`src/rtl/error_round_feeder.sv`:
```
// Captures one complete error frame from all channels, then streams it one measurement round per handshake.
// Latency: one WAIT cycle at minimum before streaming. Backpressure: round outputs hold while round_ready is low.
module error_round_feeder #(
    parameter int MEASUREMENT_ROUNDS = 5,
    parameter int NUM_CHANNELS       = 4,
    parameter int ROUND_W            = (MEASUREMENT_ROUNDS > 1) ? $clog2(MEASUREMENT_ROUNDS) : 1
) (
    input  logic                                       clk,
    input  logic                                       reset,
    input  logic                                       start,
    input  logic                                       stop,
    input  logic [15:0]                                frame_count,
    input  logic [NUM_CHANNELS-1:0]                    update_valid,
    input  logic [NUM_CHANNELS*MEASUREMENT_ROUNDS-1:0] error_streams,
    output logic                                       update_errors,
    output logic [NUM_CHANNELS-1:0]                    round_bits,
    output logic                                       round_valid,
    input  logic                                       round_ready,
    output logic [ROUND_W-1:0]                         round_index,
    output logic                                       last_round,
    output logic [15:0]                                frame_id,
    output logic                                       busy,
    output logic                                       done
);

    localparam logic [1:0] S_IDLE   = 2'd0;
    localparam logic [1:0] S_WAIT   = 2'd1;
    localparam logic [1:0] S_STREAM = 2'd2;

    localparam int                 BUF_W    = NUM_CHANNELS * MEASUREMENT_ROUNDS;
    localparam logic [ROUND_W-1:0] LAST_IDX = ROUND_W'(MEASUREMENT_ROUNDS - 1);

    logic [1:0]         state_q, state_d;
    logic [BUF_W-1:0]   buffer_q, buffer_d;
    logic [ROUND_W-1:0] round_index_q, round_index_d;
    logic [15:0]        frames_left_q, frames_left_d;
    logic               continuous_q, continuous_d;
    logic [15:0]        frame_id_q, frame_id_d;
    logic               done_q, done_d;

    logic all_valid;
    logic handshake;

    assign all_valid   = &update_valid;
    assign round_valid = (state_q == S_STREAM);
    assign handshake   = round_valid && round_ready;
    assign round_index = round_index_q;
    assign last_round  = round_valid && (round_index_q == LAST_IDX);
    assign frame_id    = frame_id_q;
    assign busy        = (state_q != S_IDLE);
    assign done        = done_q;

    // Each channel's stream occupies a contiguous slice; pick this round's bit from every slice.
    for (genvar c = 0; c < NUM_CHANNELS; c++) begin : g_round_bits
        logic [MEASUREMENT_ROUNDS-1:0] chan;
        assign chan          = buffer_q[c*MEASUREMENT_ROUNDS +: MEASUREMENT_ROUNDS];
        assign round_bits[c] = round_valid & chan[round_index_q];
    end

    always_comb begin
        state_d       = state_q;
        buffer_d      = buffer_q;
        round_index_d = round_index_q;
        frames_left_d = frames_left_q;
        continuous_d  = continuous_q;
        frame_id_d    = frame_id_q;
        done_d        = 1'b0;
        update_errors = 1'b0;

        case (state_q)
            S_IDLE: begin
                if (start) begin
                    frames_left_d = frame_count;
                    continuous_d  = (frame_count == 16'd0);
                    frame_id_d    = 16'd0;
                    state_d       = S_WAIT;
                end
            end
            S_WAIT: begin
                // Stop wins over capture so a stopped run never advances the generators.
                if (stop) begin
                    state_d = S_IDLE;
                    done_d  = 1'b1;
                end else if (all_valid) begin
                    update_errors = 1'b1;
                    buffer_d      = error_streams;
                    round_index_d = '0;
                    state_d       = S_STREAM;
                end
            end
            S_STREAM: begin
                if (handshake) begin
                    if (round_index_q != LAST_IDX) begin
                        round_index_d = round_index_q + 1'b1;
                    end else begin
                        frame_id_d    = frame_id_q + 16'd1;
                        round_index_d = '0;
                        if (!continuous_q) begin
                            frames_left_d = frames_left_q - 16'd1;
                            if (frames_left_q == 16'd1) begin
                                state_d = S_IDLE;
                                done_d  = 1'b1;
                            end else begin
                                state_d = S_WAIT;
                            end
                        end else if (stop) begin
                            state_d = S_IDLE;
                            done_d  = 1'b1;
                        end else begin
                            state_d = S_WAIT;
                        end
                    end
                end
            end
            default: state_d = S_IDLE;
        endcase
    end

    always_ff @(posedge clk) begin
        if (reset) begin
            state_q       <= S_IDLE;
            buffer_q      <= '0;
            round_index_q <= '0;
            frames_left_q <= '0;
            continuous_q  <= 1'b0;
            frame_id_q    <= '0;
            done_q        <= 1'b0;
        end else begin
            state_q       <= state_d;
            buffer_q      <= buffer_d;
            round_index_q <= round_index_d;
            frames_left_q <= frames_left_d;
            continuous_q  <= continuous_d;
            frame_id_q    <= frame_id_d;
            done_q        <= done_d;
        end
    end

endmodule

```
`config.mk`:
```
export PLATFORM = sky130hd
export DESIGN_NAME = error_round_feeder
export DESIGN_NICKNAME = d
export VERILOG_FILES = /design/src/rtl/error_round_feeder.sv
export SDC_FILE = /design/constraint.sdc
export NUM_CORES = 1
export LEC_CHECK = 0
export ABC_AREA = 1
export BUFFER_PORTS_ARGS = -buffer_cell sky130_fd_sc_hd__buf_2
export CAP_MARGIN = 20
export CORE_ASPECT_RATIO = 0.9
export CORE_MARGIN = 2
export CORE_UTILIZATION = 51
export CTS_BUF_LIST = sky130_fd_sc_hd__clkbuf_2 sky130_fd_sc_hd__clkbuf_4 sky130_fd_sc_hd__clkbuf_8
export CTS_CLUSTER_DIAMETER = 200
export DETAILED_ROUTE_END_ITERATION = 10
export GPL_TIMING_DRIVEN = 0
export PLACE_DENSITY = 0.79
export SLEW_MARGIN = 20
export SYNTH_ARGS = -nofsm -noshare
export SYNTH_HDL_FRONTEND = slang
export SYNTH_SLANG_ARGS = --single-unit
```
`constraint.sdc`:
```
create_clock -name clk -period 1.6 [get_ports clk]
set_input_delay 0.16 -clock clk [delete_from_list [all_inputs] [get_ports clk]]
set_output_delay 0.16 -clock clk [all_outputs]
set_load 0.03 [all_outputs]
```
==> flow_summary.yaml <==
power_and_ir_drop:
  combPwrFrac_pct: 46.1
  p_sw_uw: 2400
  p_per_area_nw_per_um2: 1240
  p_sw_share_pct: 40.9
  clock_power_share_pct: 23.5
  vdd_drop_max_uv: 771
  pwr-share-seq_pct: 30.4
  p_int_uw: 3470
  p_leak_uw: 0.00212
worst_setup_path:
  crit_family: "simple AND/OR/NAND/NOR gates"
  start_kind: "register"
  ff2ff_setup_slack_ps: -190
  crit_path_end_kind: "register"
  critPathBufInv: 3
  crit_slowest_cell: "dfxtp_4"
  reg2reg_depth: 10
  startpoint: "state_q[0]"
  timing.rr.start: "state_q[0]"
  path_max_fanout: 7
  cpPeakStageDelay_ps: 360
  worstSetupPathType: "register to register"
  worstPathArrival_ps: 2020
  crit_end: "frames_left_q[0]"
  timing.rr.end: "frames_left_q[0]"
  crit_required_ps: 1830
  crit_cells: 10
  crit_path_cell_trace: "inv_4 > ha_4 > nand3_4 > o21ai_4 > nand2_8 > nor2_8 > inv_6 > buf_8 > o21ai_2 > a21oi_1"
route:
  firstDrtPassIters: 5
  antenna_left: 0
  totalWireLength_um: 11400
  post_drt_wl_per_cell_um: 16.0
  viasPerCell: 5.74
  drt_iter0_markers: 263
  vias: 4090
  drc_errors: 0
sta:
  fin_setup_tns_ps: -3230
  worst_slack_ps: -192
  max_freq_mhz: 558
  setup_viol: 32
  rsz0062_at_grt: "yes"
  max_slew_margin_pct: 48.1
  finalCritPeriodShare_pct: 112
  worst_pin_slew_ps: 779
  report.final.hold_viol_count: 0
  slew_viol_final: 0
  skew_ps: 12.5
  min_period_ps: 1790
yosys:
  synth_top_area_share_pct: 36.3
  yosys_warnings: 0
  ys_ff_latch: 59
  synth_area_leader_cell: "dfxtp_1"
  syn_area_um2: 3250
  synth_cell_types: 36
  ys_seq_area_share_pct: 36.3
  syn_area_per_cell_um2: 6.43
  synth_area_leaders: "dfxtp_1 36%, nand2_1 13%, nor2_1 12%, o21ai_0 8.6%, a21oi_1 5.2%"
  syn_nets: 560
  netlist_instances: 506
die:
  fp-row-count: 27
  die_y_um: 79.8
  die_width_um: 88.2
  core_um2: 6150
  dieArea_um2: 7040
  ios: 73
  start_util_pct: 52.9
clock_network:
  cts_sinks: 59
  htreeDepth: 3
  cts.clk_slew.worst_paths_ps: 70
  cts_buffer_depth: 2
  numCtsBuffers: 9
  insertion_delay_ps: 350
  cts_tree: "done"
  cts-root-buf: "clkbuf_8"
final_layout:
  fin_area_um2: 4750
  layout_common_cells: "96 x nor2_1, 95 x nand2_1, 69 x buf_2, 52 x dfxtp_1, 43 x o21ai_0"
  drive_above_1_share_pct: 36.6
  antenna_cells: 0
  syn_to_final_growth_pct: 45.8
  layout_commonest_cell: "nor2_1"
  layout.cells.non_filler: 713
  nets: 675
placed_design:
  placed_cell_area_um2: 3790
  hpwlAfterDp_um: 6370
  pre_cts_slack_ps: -212
  placed_cells: 665
  place_congestion: 0.906
  place.port_buffers: 72
grt:
  antenna_found_initial: 0
  grt-ovfl-total: 0
  grt_max_degree: 11
  grt_use_total_pct: 29.3
  grt_pass1_vias: 3640
  grt_pass1_wl_um: 16100
job:
  cap_violations: 0
worst_hold_path:
  hp-class: "primary input to register"
run_status:
  violations: "negative setup slack"
  outcome: "finished with violations"
how the worst min path moves through the flow:
stage                            from      endpoint  slack, ps  depth (start not counted)
floorplan            error_streams[0]   buffer_q[0]        290                          2
global placement     error_streams[5]   buffer_q[5]        380                          3
detailed placement   error_streams[5]   buffer_q[5]        390                          3
CTS                 error_streams[12]  buffer_q[12]         30                          3
global route         error_streams[2]   buffer_q[2]         40                          3
finish               error_streams[5]   buffer_q[5]         30                          3
Yosys cell counts (all sizes together):
library cell / instances
nor3b: 2
nand4: 7
nor4: 4
nand2: 112
ha: 9
o22ai: 4
clkbuf: 10
a31oi: 2
o21a: 1
a211oi: 1
a21oi: 36
a41oi: 1
o211a: 1
or2: 2
nor3: 7
clkinv: 1
nand3b: 2
buf: 6
xor2: 2
o21ai: 57
nor2: 109
dfxtp: 59
o211ai: 3
inv: 47
a21boi: 1
nand3: 20
state kept, by name, indices dropped and copies added (netlist names):
| name | count |
|---|---|
| state_q | 2 |
| buffer_q | 20 |
| frames_left_q | 16 |
| round_index | 3 |
| done | 1 |
| frame_id | 16 |
| continuous_q | 1 |
per-layer routing:
metal,GRT usage [%],up-vias,part of all wire (%)
met1,36.0,1884,40
li1,-,1894,-
met2,47.7,251,47
met3,8.58,61,9.3
met4,12.0,0,4.0
met5,0,-,0
metrics by stage:
stage                     utilization (%)  power, uW  hold slack [ps]
after floorplan                         -       3080              295
after global placement               61.6       3460              381
after detailed placement             61.6       3510              387
after CTS                            70.6       5200             25.7
after global routing                 77.2       6140             38.0
final                                77.2       5870             32.6
timing repair:
action	in CTS	in global routing
buffers inserted	14	14
cloned	3	1
setup endpoints to repair	58	51
hold buffers	0	0
gates resized for setup	67	87
pin swaps	17	35
layout make-up:
cell class / count / area [um2]
Multi-Input combinational cell: 384 / 2190
Clock buffer: 11 / 145
Buffer: 16 / 143
Timing Repair Buffer: 103 / 687
Fill cell: 420 / 1400
Sequential cell: 59 / 1200
Clock inverter: 5 / 52.6
Inverter: 48 / 211
Tap cell: 87 / 109
power groups by stage:
stage / Combinational [uW] / Clock, uW / Sequential, uW
after floorplan: 1320 / 0 / 1760
after global placement: 1700 / 0 / 1770
after detailed placement: 1730 / 0 / 1770
after CTS: 2060 / 1390 / 1750
after global routing: 2890 / 1450 / 1800
final: 2710 / 1380 / 1780
kinds of logic (layout without fill, tap and decap cells):
logic type | count (synthesis) | count (layout) | synth area share [%]
AO/OA/AOI/OAI | 107 | 107 | 17.8
XOR/XNOR | 2 | 2 | 0.538
adder cells (fa/ha/maj) | 9 | 9 | 3.46
buffers and inverters | 64 | 183 | 7.92
flip-flops | 59 | 59 | 36.3
AND/OR/NAND/NOR | 265 | 266 | 34.0
worst min-delay path: stages:
cell and delay [ps]:
buf_2 70, nor2_1 30, nor2_1 80
Note: power is estimated with default switching activity, not from simulation.
